### config.mk
export PLATFORM = sky130hd
export DESIGN_NAME = bram_port_arbiter
export DESIGN_NICKNAME = d
export VERILOG_FILES = /design/src/rtl/bram_arb_pkg.sv /design/src/rtl/bram_port_arbiter.sv
export SDC_FILE = /design/constraint.sdc
export NUM_CORES = 1
export LEC_CHECK = 0
export CAP_MARGIN = 20
export CORE_AREA = 2 2 320 322
export CTS_CLUSTER_SIZE = 24
export DETAILED_ROUTE_END_ITERATION = 10
export DIE_AREA = 0 0 322 324
export GPL_ROUTABILITY_DRIVEN = 0
export PLACE_DENSITY = 0.39
export SLEW_MARGIN = 0
export SYNTH_ARGS = -nofsm -noshare
export SYNTH_HDL_FRONTEND = slang
export SYNTH_SLANG_ARGS = --single-unit
### constraint.sdc
create_clock -name sys_clock -period 5.45 [get_ports sys_clock]
set_clock_uncertainty 0.2 [all_clocks]
set_input_delay 1.3625 -clock sys_clock [delete_from_list [all_inputs] [get_ports sys_clock]]
set_output_delay 1.3625 -clock sys_clock [all_outputs]
set_load 0.1 [all_outputs]
### src/rtl/bram_arb_pkg.sv
// ---------------------------------------------------------------------------
// bram_arb_pkg
// Shared types and helpers for bram_port_arbiter.
//   arb_state_t : arbiter FSM states (IDLE -> BUSY -> RESP -> IDLE)
//   OWN_I/OWN_D : encodings of the owner register (instruction / data side)
//   cnt_width   : bits needed for a counter that must hold 0..max_val
// ---------------------------------------------------------------------------
package bram_arb_pkg;

    typedef enum logic [1:0] {
        IDLE = 2'd0,
        BUSY = 2'd1,
        RESP = 2'd2
    } arb_state_t;

    localparam logic OWN_I = 1'b0;
    localparam logic OWN_D = 1'b1;

    function automatic int cnt_width(input int max_val);
        return (max_val < 1) ? 1 : $clog2(max_val + 1);
    endfunction

endpackage

### src/rtl/bram_port_arbiter.sv
// ---------------------------------------------------------------------------
// bram_port_arbiter
// Registered two-requester arbiter in front of the single cache-line BRAM
// port. The data path wins ties; the instruction path is guaranteed a grant
// after STARVE_LIMIT consecutive data grants taken while it was waiting.
// A transaction that sees no mem_valid within TIMEOUT cycles is aborted and
// reported to its owner with an err pulse instead of a valid pulse.
//
// Ports
//   sys_clock, reset              clock, synchronous active-high reset
//   i_req/i_write/i_addr/i_wdata  instruction request (level, held to done)
//   i_rdata/i_valid/i_err         instruction response
//   d_req/d_write/d_addr/d_wdata  data request (level, held to done)
//   d_wenc                        encrypted tag for data-path writes
//   d_rdata/d_renc/d_valid/d_err  data response
//   mem_req/mem_write/mem_addr/
//   mem_wdata/mem_wenc            BRAM command (registered, stable in BUSY)
//   mem_rdata/mem_renc/mem_valid  BRAM response
// ---------------------------------------------------------------------------
module bram_port_arbiter
    import bram_arb_pkg::*;
#(
    parameter int ADDR_BITS    = 15,
    parameter int DATA_W       = 128,
    parameter int STARVE_LIMIT = 4,
    parameter int TIMEOUT      = 255
) (
    input  logic                 sys_clock,
    input  logic                 reset,

    input  logic                 i_req,
    input  logic                 i_write,
    input  logic [ADDR_BITS-1:0] i_addr,
    input  logic [DATA_W-1:0]    i_wdata,
    output logic [DATA_W-1:0]    i_rdata,
    output logic                 i_valid,
    output logic                 i_err,

    input  logic                 d_req,
    input  logic                 d_write,
    input  logic [ADDR_BITS-1:0] d_addr,
    input  logic [DATA_W-1:0]    d_wdata,
    input  logic                 d_wenc,
    output logic [DATA_W-1:0]    d_rdata,
    output logic                 d_renc,
    output logic                 d_valid,
    output logic                 d_err,

    output logic                 mem_req,
    output logic                 mem_write,
    output logic [ADDR_BITS-1:0] mem_addr,
    output logic [DATA_W-1:0]    mem_wdata,
    output logic                 mem_wenc,
    input  logic [DATA_W-1:0]    mem_rdata,
    input  logic                 mem_renc,
    input  logic                 mem_valid
);

    localparam int STARVE_W = cnt_width(STARVE_LIMIT);
    localparam int TMO_W    = cnt_width(TIMEOUT);

    localparam logic [STARVE_W-1:0] STARVE_MAX = STARVE_W'(STARVE_LIMIT);
    // Abort fires on the edge that closes the TIMEOUT-th BUSY cycle.
    localparam logic [TMO_W-1:0]    TMO_LAST   = TMO_W'(TIMEOUT - 1);

    arb_state_t            r_state;
    logic                  r_owner;
    logic [STARVE_W-1:0]   r_starve;
    logic [TMO_W-1:0]      r_tmo;

    logic                  r_mem_req;
    logic                  r_mem_write;
    logic [ADDR_BITS-1:0]  r_mem_addr;
    logic [DATA_W-1:0]     r_mem_wdata;
    logic                  r_mem_wenc;

    logic [DATA_W-1:0]     r_rdata;
    logic                  r_renc;
    logic                  r_i_valid;
    logic                  r_i_err;
    logic                  r_d_valid;
    logic                  r_d_err;

    logic                  w_starved;
    logic                  w_pick_i;
    logic                  w_any_req;
    logic [STARVE_W-1:0]   w_starve_inc;

    // Instruction side wins only when alone or when it has waited long enough.
    assign w_starved    = (r_starve == STARVE_MAX);
    assign w_pick_i     = i_req & (~d_req | w_starved);
    assign w_any_req    = i_req | d_req;
    assign w_starve_inc = w_starved ? r_starve : (r_starve + 1'b1);

    always_ff @(posedge sys_clock) begin
        if (reset) begin
            r_state     <= IDLE;
            r_owner     <= OWN_D;
            r_starve    <= '0;
            r_tmo       <= '0;
            r_mem_req   <= 1'b0;
            r_mem_write <= 1'b0;
            r_mem_addr  <= '0;
            r_mem_wdata <= '0;
            r_mem_wenc  <= 1'b0;
            r_rdata     <= '0;
            r_renc      <= 1'b0;
            r_i_valid   <= 1'b0;
            r_i_err     <= 1'b0;
            r_d_valid   <= 1'b0;
            r_d_err     <= 1'b0;
        end else begin
            // Completion/abort flags are single-cycle pulses.
            r_i_valid <= 1'b0;
            r_i_err   <= 1'b0;
            r_d_valid <= 1'b0;
            r_d_err   <= 1'b0;

            case (r_state)
                IDLE: begin
                    r_tmo <= '0;
                    if (w_any_req) begin
                        r_mem_req <= 1'b1;
                        r_state   <= BUSY;
                        if (w_pick_i) begin
                            r_owner     <= OWN_I;
                            r_mem_write <= i_write;
                            r_mem_addr  <= i_addr;
                            r_mem_wdata <= i_wdata;
                            r_mem_wenc  <= 1'b0;   // fetch path is never encrypted
                            r_starve    <= '0;
                        end else begin
                            r_owner     <= OWN_D;
                            r_mem_write <= d_write;
                            r_mem_addr  <= d_addr;
                            r_mem_wdata <= d_wdata;
                            r_mem_wenc  <= d_wenc;
                            // Only grants that bypass a waiting fetch count toward starvation.
                            r_starve    <= i_req ? w_starve_inc : '0;
                        end
                    end
                end

                BUSY: begin
                    // Requester inputs are not looked at here; the latched command holds.
                    if (mem_valid) begin
                        r_mem_req <= 1'b0;
                        r_rdata   <= mem_rdata;
                        r_renc    <= mem_renc;
                        r_state   <= RESP;
                        if (r_owner == OWN_I) begin
                            r_i_valid <= 1'b1;
                        end else begin
                            r_d_valid <= 1'b1;
                        end
                    end else if (r_tmo == TMO_LAST) begin
                        r_mem_req <= 1'b0;
                        r_state   <= RESP;
                        if (r_owner == OWN_I) begin
                            r_i_err <= 1'b1;
                        end else begin
                            r_d_err <= 1'b1;
                        end
                    end else begin
                        r_tmo <= r_tmo + 1'b1;
                    end
                end

                RESP: begin
                    // Requester drops req during this cycle; sampling resumes in IDLE.
                    r_state <= IDLE;
                end

                default: begin
                    r_state <= IDLE;
                end
            endcase
        end
    end

    assign mem_req   = r_mem_req;
    assign mem_write = r_mem_write;
    assign mem_addr  = r_mem_addr;
    assign mem_wdata = r_mem_wdata;
    assign mem_wenc  = r_mem_wenc;

    // One registered read copy feeds both sides; it holds until the next completion.
    assign i_rdata = r_rdata;
    assign d_rdata = r_rdata;
    assign d_renc  = r_renc;
    assign i_valid = r_i_valid;
    assign i_err   = r_i_err;
    assign d_valid = r_d_valid;
    assign d_err   = r_d_err;

endmodule

==> results_dict.tcl, run 1 <==
set metrics [dict create \
    status "finished clean" \
    n_antenna_cell 0 \
    seq_power_share_pct 31.0 \
    crit_fanout 3 \
    fmax_mhz 261 \
    syn_area_sq_um 13000 \
    routedWlPerCell_um 17.2 \
    fin_nets 2531 \
    avgSynthCellArea_sq_um 9.03 \
    fp.coreArea_sq_um 101000 \
    fp.dieW_um 322 \
    met2_usage_pct 19.6 \
    synth_cell_types 37 \
    setup_tns_ns 0 \
    synth_common_cells "dfxtp_1 (293), nand2_1 (267), nor2_1 (157)" \
    die-area_sq_um 104000 \
    tightest_slew_ns 1.23 \
    synth_edf_count 0 \
    worstSetupPathType "register to primary output" \
    yosys.area.top_type "dfxtp_1" \
    hold_violations 0 \
    syn_nets 1871 \
    dp_hpwl_um 45300 \
    grt_use_total_pct 10.7 \
    rows 117 \
    p_int_w 0.00462 \
    drive_gt1_share_pct 7.65 \
    num_vias 12447 \
    synth_flop_cell "dfxtp_1" \
    grt_busiest_layer "met2" \
    crit_path_max_incr_delay_ns 1.20 \
    finalCriticalPeriod_ns 3.84 \
    cts.htree.levels 2 \
    synth_warnings 0 \
    grt_pass1_wl_um 84100 \
    ys_async_sr_fraction_pct 0 \
    start_util_pct 12.9 \
    postCtsSetupRepairBufs 0 \
    cts_tree "done" \
    finalSetupViolCount 0 \
    area_delta_synth_final_pct 76.1 \
    clockBufferDepth 3 \
    viasPerCell 3.62 \
    crit_chain "clkdlybuf4s50_1" \
    path_clk_slew_ns 0.06 \
    ctsResizeCount 0 \
    synthMostInstantiatedCell "dfxtp_1" \
    cts_root_buf "clkbuf_16" \
    drtPass1Iterations 4 \
    cts_hold_buffers 0 \
    p_leak_nw 8.51 \
    drt_iter0_drc 472 \
    grt_pass1_vias 12748 \
    antenna_found_initial 0 \
    gr-total-overflow 0 \
    cts_buffers 39 \
    p_sw_share_pct 41.3 \
    ant_nets 0 \
    crit_path_start_kind "register" \
    synth_area_leaders "dfxtp_1 (45%), mux2i_1 (11%), buf_4 (8.0%)" \
    cap_violations 0 \
    numClockSinks 293 \
    critPathTopFamily "buffers and inverters" \
    p_sw_w 0.00325 \
    wirelength_um 59300 \
    post-route-period-util_pct 70.4 \
    arrival_ns 2.27 \
    slowest_stage "clkdlybuf4s50_1" \
    placement.io_buffers 829 \
    post-route-util_pct 22.7 \
    ys_seq_area_share_pct 45.0 \
    grtUsageMet3_pct 3.90 \
    path_buf_inv 1 \
    rsz0062_at_grt "no" \
    end_kind "primary output" \
    grt_use_met1_pct 11.5 \
    drv_slew 0 \
    synth.top_cell.area_share_pct 45.0 \
    syn_inst 1444 \
    io_pins 830 \
    ys_ff_latch 293 \
    ir_worst_vdd_v 0.000175 \
    drc 0 \
    grt_max_degree 128 \
    clock_latency_ns 0.59 \
    relSlewSlack_pct 18.1 \
    die_height_um 324 \
    pwr-share-comb_pct 36.6 \
    p_clk_share_pct 32.3 \
    powerDensity_nw_per_um2 343 \
    hold_path_class "register to register" \
    required_ns 3.89 \
]
## cells by family (layout without fill, tap and decap cells)
family	Yosys count	count (layout)	share of synthesized area, %
AO/OA/AOI/OAI	297	297	17.2
adder cells (fa/ha/maj)	4	4	0.384
buffers and inverters	244	930	12.2
flip-flops	293	293	45.0
multiplexers	145	145	11.1
AND/OR/NAND/NOR	461	461	14.1
## worst paths after layout
| path | startpoint | end | slack, ns | depth (start not counted) |
|---|---|---|---|---|
| max | d_rdata[122]$_SDFFE_PP0P_ | d_rdata[122] | 1.61 | 1 |
| min | d_rdata[55]$_SDFFE_PP0P_ | d_rdata[55]$_SDFFE_PP0P_ | 0.27 | 2 |
| min reg2reg | d_rdata[55]$_SDFFE_PP0P_ | d_rdata[55]$_SDFFE_PP0P_ | 0.27 | 2 |
| max reg2reg | r_state[0]$_SDFFE_PP0P_ | d_rdata[92]$_SDFFE_PP0P_ | 2.67 | 5 |
## power groups by stage
stage	logic [W]	clock network, W	registers [W]
after global routing	0.00300	0.00276	0.00246
after global placement	0.00289	0	0.00248
after detailed placement	0.00290	0	0.00249
after floorplan	0.000871	0	0.00365
after CTS	0.00290	0.00268	0.00244
final	0.00288	0.00254	0.00244
## stage by stage
| stage | instances | area, sq um | setup WS (ns) | power, W | hold WS (ns) |
|---|---|---|---|---|---|
| after floorplan | 1444 | 13000 | 2.51 | 0.00452 | 0.214 |
| after global placement | 3371 | 21700 | 1.58 | 0.00537 | 0.257 |
| after detailed placement | 3371 | 21700 | 1.52 | 0.00538 | 0.259 |
| after CTS | 3438 | 22900 | 1.49 | 0.00803 | 0.273 |
| after global routing | 3439 | 23000 | 1.52 | 0.00822 | 0.299 |
| final | 3439 | 23000 | 1.61 | 0.00786 | 0.270 |
## flip-flops by register name, summed over array words and instances (netlist names)
name	count
i_err	1
i_valid	1
mem_wdata	128
mem_wenc	1
mem_addr	15
r_tmo	8
r_owner	1
mem_write	1
r_starve	3
d_valid	1
d_renc	1
mem_req	1
d_rdata	128
d_err	1
r_state	2
## layer usage
| layer | vias to the layer above | share of wire, % |
|---|---|---|
| met4 | 0 | 2.1 |
| li1 | 6132 | - |
| met1 | 5765 | 38 |
| met2 | 494 | 51 |
| met5 | - | 0 |
| met3 | 56 | 8.6 |
## layout by cell type (no fill, tap or decap), types with 2 or more instances in the layout
cell type	n
and4_1	2
bufinv_16	2
o211ai_1	2
o21ai_0	3
nand3_1	6
clkbuf_8	3
clkdlybuf4s50_1	827
clkinv_2	5
buf_12	9
nand4_1	5
nor2b_1	2
clkbuf_16	40
nor2_1	157
dfxtp_1	293
a211oi_1	72
inv_1	4
a21oi_1	138
clkbuf_1	14
a31oi_1	5
mux2i_1	145
buf_4	22
nand4b_1	2
ha_1	4
nor3b_1	2
nor3_1	9
nand2_1	266
a211oi_2	73
## area by class of cell
type                       count  area [sq um]
multi-input combinational    907          5590
clock inverter                10           118
clock buffer                  57          1090
inverter                       4          15.0
timing repair buffer         859          8640
tap                         1309          1640
fill                       10953         78000
sequential                   293          5870
No activity file was read; power rests on OpenSTA's default activity.
==> inputs of run 2 (changes only) <==
Settings changed: CORE_AREA 2 2 320 322 to 2 2 322 324, DIE_AREA 0 0 322 324 to 0 0 324 326, PLACE_DENSITY 0.39 to 0.4.
Clock period 5.45 ns to 3.32 ns, I/O delays scaled along.
==> results_dict.tcl, run 2 (synthesis gave the netlist of run 1 again) <==
set metrics [dict create \
    fmax_mhz 398 \
    grt_use_total_pct 10.9 \
    powerDensity_nw_per_um2 585 \
    required_ns 3.54 \
    grt_use_met1_pct 12.2 \
    drt_iter0_drc 446 \
    placement.io_buffers 829 \
    r2r_slack_ns 0.96 \
    clock_latency_ns 0.56 \
    worstHoldStart "r_owner$_SDFFE_PP1P_" \
    cts_buffers 39 \
    reg2reg_to "mem_wdata[39]$_SDFFE_PP0P_" \
    setup_tns_ns 0 \
    met2_usage_pct 19.4 \
    drc 0 \
    worstSetupPathType "input port to register" \
    cts_hold_buffers 0 \
    hold_depth 1 \
    cap_violations 0 \
    ctsResizeCount 0 \
    hold_violations 0 \
    arrival_ns 2.73 \
    ant_nets 0 \
    fin_ws_ns 0.805 \
    viasPerCell 3.55 \
    routedWlPerCell_um 17.3 \
    rows 118 \
    numClockSinks 293 \
    cts.htree.levels 2 \
    area_delta_synth_final_pct 70.9 \
    num_vias 12525 \
    die_height_um 326 \
    place_ws_ns 0.181 \
    tightest_slew_ns 0.632 \
    finalSetupViolCount 0 \
    die-area_sq_um 106000 \
    finalCriticalPeriod_ns 2.51 \
    mostFrequentLayoutCell "buf_4" \
    grt_pass1_wl_um 85400 \
    wirelength_um 61100 \
    post-route-period-util_pct 75.7 \
    fp.dieW_um 324 \
    cts_root_buf "clkbuf_16" \
    postCtsSetupRepairBufs 0 \
    dp_hpwl_um 47800 \
    crit_path_start_kind "input port" \
    whs_endpoint "i_err$_SDFF_PP0_" \
    finalInstanceArea_sq_um 22300 \
    io_pins 830 \
    cts_tree "done" \
    fp.coreArea_sq_um 103000 \
    hold_path_class "register to register" \
    antenna_found_initial 4 \
    ir_worst_vdd_v 0.000290 \
    grt_busiest_layer "met2" \
    p_leak_nw 9.38 \
    rsz0062_at_grt "no" \
    worstReg2RegStart "r_starve[0]$_SDFFE_PP0P_" \
    fin_nets 2543 \
    gr-total-overflow 0 \
    drtPass1Iterations 4 \
    end_kind "register" \
    reg2reg_depth 7 \
    grt_pass1_vias 12602 \
    nFillCells 11256 \
    status "finished clean" \
    grtUsageMet3_pct 3.56 \
    final_cell_mix "buf_4 (436), clkdlybuf4s50_1 (421), dfxtp_1 (293)" \
    grt_max_degree 73 \
    clockBufferDepth 3 \
    relSlewSlack_pct 57.9 \
    start_util_pct 12.7 \
    crit_fanout 38 \
    path_clk_slew_ns 0.06 \
    drv_slew 0 \
    drive_gt1_share_pct 27.5 \
    placed_cell_area_sq_um 21000 \
]
-- run 2: cell count changes in the layout (fill, tap and decap cells not counted), sizes merged --
cell,before,now
buf,32,450
clkdlybuf4s50,827,421
diode,0,4
bufinv,2,3
clkbuf,57,56
-- run 2: area by class of cell --
type | count | area [sq um] | share of cell area, %
Timing Repair Buffer | 871 | 7760 | 34.8
Clock buffer | 56 | 1160 | 5.21
Inverter | 4 | 15.0 | 0.0674
Tap cell | 1380 | 1730 | 7.75
Multi-Input combinational cell | 907 | 5590 | 25.1
Sequential cell | 293 | 5870 | 26.3
Antenna cell | 4 | 10.0 | 0.0449
Clock inverter | 11 | 148 | 0.663
-- run 2: power by group --
| group | internal (W) | total (W) | leakage (nW) | switching [W] |
|---|---|---|---|---|
| clock | 0.00265 | 0.00439 | 0.645 | 0.00173 |
| combinational | 0.00124 | 0.00464 | 6.32 | 0.00340 |
| sequential | 0.00380 | 0.00402 | 2.41 | 0.000213 |
-- run 2: worst max path at each step --
stage          slack, ns  depth (start not counted)                        from                          to
2_1_floorplan       0.92                          1     d_rdata[0]$_SDFFE_PP0P_                  i_rdata[0]
3_3_place_gp        0.27                          6                       d_req  mem_wdata[39]$_SDFFE_PP0P_
3_5_place_dp        0.18                          6                       d_req  mem_wdata[39]$_SDFFE_PP0P_
4_1_cts             0.74                          1  mem_wdata[38]$_SDFFE_PP0P_               mem_wdata[38]
5_1_grt             0.71                          6                       d_req  mem_wdata[39]$_SDFFE_PP0P_
6_report            0.81                          6                       d_req  mem_wdata[39]$_SDFFE_PP0P_
-- run 2: metrics by stage --
step | util, % | hold WS (ns) | power (W) | std cells
6_report | 21.7 | 0.246 | 0.0130 | 3526
4_1_cts | 21.7 | 0.249 | 0.0133 | 3522
3_5_place_dp | 20.4 | 0.244 | 0.00877 | 3455
3_3_place_gp | 20.4 | 0.229 | 0.00875 | 3455
2_1_floorplan | - | 0.214 | 0.00743 | 1444
5_1_grt | 21.7 | 0.277 | 0.0136 | 3525
-- run 2: per-layer routing --
layer	part of all wire, %	routed length (um)	up-vias
li1	-	-	6148
met1	39	23700	5818
met2	50	30800	487
met3	8.4	5110	70
met4	2.3	1430	2
met5	0.026	16	-
-- run 2: critical path, stage by stage --
cell	delay (ns)
clkdlybuf4s50_1	0.51
a21boi_2	0.27
or2b_4	0.32
buf_12	0.30
mux2i_1	0.30
a211oi_2	0.10
==> inputs of run 3 (changes only) <==
Clock period 3.32 ns to 2 ns, I/O delays scaled along.
==> results_dict.tcl, run 3 (synthesis gave the netlist of run 1 again) <==
set metrics [dict create \
    antenna_found_initial 8 \
    crit_fanout 8 \
    finalInstanceArea_sq_um 28900 \
    cts_tree "done" \
    path_buf_inv 4 \
    whs_ns 0.199 \
    cts_root_buf "clkbuf_16" \
    final_cell_mix "buf_12 (428), clkdlybuf4s50_1 (420), nand2_1 (266)" \
    drtPass1Iterations 4 \
    drive_gt1_share_pct 39.2 \
    area_delta_synth_final_pct 122 \
    grt_pass1_vias 13371 \
    clockBufferDepth 3 \
    placement.io_buffers 829 \
    mostFrequentLayoutCell "buf_12" \
    reg2reg_depth 9 \
    cap_violations 0 \
    drv_slew 0 \
    worstSetupPathType "register to register" \
    finalSetupViolCount 5 \
    fin_total_pwr_w 0.0243 \
    routedWlPerCell_um 18.7 \
    p_leak_nw 11.0 \
    numClockSinks 293 \
    powerDensity_nw_per_um2 840 \
    gr-total-overflow 0 \
    path_clk_slew_ns 0.06 \
    post-route-period-util_pct 101 \
    fin_ws_ns -0.0122 \
    drt_iter0_drc 397 \
    critPathTopFamily "buffers and inverters" \
    setup_tns_ns -0.0337 \
    grt_use_met1_pct 13.4 \
    die-area_sq_um 106000 \
    worstReg2RegStart "r_starve[0]$_SDFFE_PP0P_" \
    cts_hold_buffers 0 \
    end_kind "register" \
    die_height_um 326 \
    clock_latency_ns 0.55 \
    io_pins 830 \
    ir_worst_vdd_v 0.000592 \
    crit_path_max_incr_delay_ns 0.32 \
    grt_pass1_wl_um 93400 \
    r2r_slack_ns -0.01 \
    fp.coreArea_sq_um 103000 \
    grt_max_degree 50 \
    fmax_mhz 497 \
    whs_endpoint "mem_wenc$_SDFFE_PP0P_" \
    slowest_stage "dfxtp_2" \
    viasPerCell 3.63 \
    num_vias 13022 \
    hold_violations 0 \
    violations "setup timing" \
    drc 0 \
    rsz0062_at_grt "yes" \
    tightest_slew_ns 0.584 \
    hold_depth 2 \
    hold_path_class "input port to register" \
    met2_usage_pct 21.5 \
    arrival_ns 2.28 \
    placed_cell_area_sq_um 26800 \
    crit_path_start_kind "register" \
    grt_busiest_layer "met2" \
    start_util_pct 12.7 \
    reg2reg_to "mem_wdata[36]$_SDFFE_PP0P_" \
    fin_nets 2609 \
    grt_use_total_pct 12.1 \
    ant_nets 0 \
    worstHoldStart "reset" \
    crit_chain "inv_2 > ha_4 > a21boi_2 > or2b_4 > buf_6 > buf_12 > buf_16 > mux2i_4 > a211oi_2" \
    grtUsageMet3_pct 4.12 \
    cp_num_cells 9 \
    relSlewSlack_pct 61.1 \
    fp.dieW_um 324 \
    rows 118 \
    wirelength_um 67200 \
    required_ns 2.27 \
    cts_buffers 39 \
    status "complete, but fails checks" \
    dp_hpwl_um 54200 \
    cts.htree.levels 2 \
    finalCriticalPeriod_ns 2.01 \
]
run 3: cell count changes in the layout (fill, tap and decap cells not counted), moves of 36 or more:
cell / change
buf_12: +415
buf_4: -375
dfxtp_1: -137
dfxtp_2: +136
mux2i_1: -58
mux2i_2: +36
run 3: how the worst max path moves through the flow:
stage                                       endpoint                startpoint  slack [ns]
after floorplan            mem_addr[12]$_SDFFE_PP0P_  r_starve[0]$_SDFFE_PP0P_        0.11
after global placement    mem_wdata[34]$_SDFFE_PP0P_                     d_req       -0.74
after detailed placement  mem_wdata[34]$_SDFFE_PP0P_                     d_req       -0.76
after CTS                  mem_wdata[8]$_SDFFE_PP0P_  r_starve[0]$_SDFFE_PP0P_      0.0008
after global routing      mem_wdata[12]$_SDFFE_PP0P_  r_starve[0]$_SDFFE_PP0P_       -0.07
final                     mem_wdata[36]$_SDFFE_PP0P_  r_starve[0]$_SDFFE_PP0P_       -0.01
run 3: power breakdown:
group          switching (W)  internal [W]
logic                0.00586       0.00372
registers           0.000658       0.00634
clock network        0.00282       0.00490
run 3: area by class of cell:
cell class	instances	area, sq um
fillers	10616	73700
repair buffers	937	13700
multi-input cells	907	6080
flip-flops and latches	293	6040
well taps	1380	1730
clock buffers	59	1200
clock inverters	10	200
inverters	4	15.0
diodes	2	5.00
run 3: timing repair:
item                       in CTS  in global routing
buffers inserted                4                  1
gates resized for setup        68                 82
gates cloned                    4                  2
setup endpoints to repair     123                106
pin swaps                      22                 51
run 3: through the flow:
step	setup WS, ns	instances	utilization [%]
CTS	0.000824	3591	27.8
global route	-0.0717	3592	28.2
floorplan	0.106	1444	-
detailed placement	-0.757	3521	26.1
finish	-0.0122	3592	28.2
global placement	-0.745	3521	26.1
run 3: metal layers:
layer,wire (um),share of wire (%),vias to the layer above
met3,5610,8.4,93
li1,-,-,6311
met5,63,0.094,-
met1,25600,38,6101
met2,34000,51,507
met4,1870,2.8,10
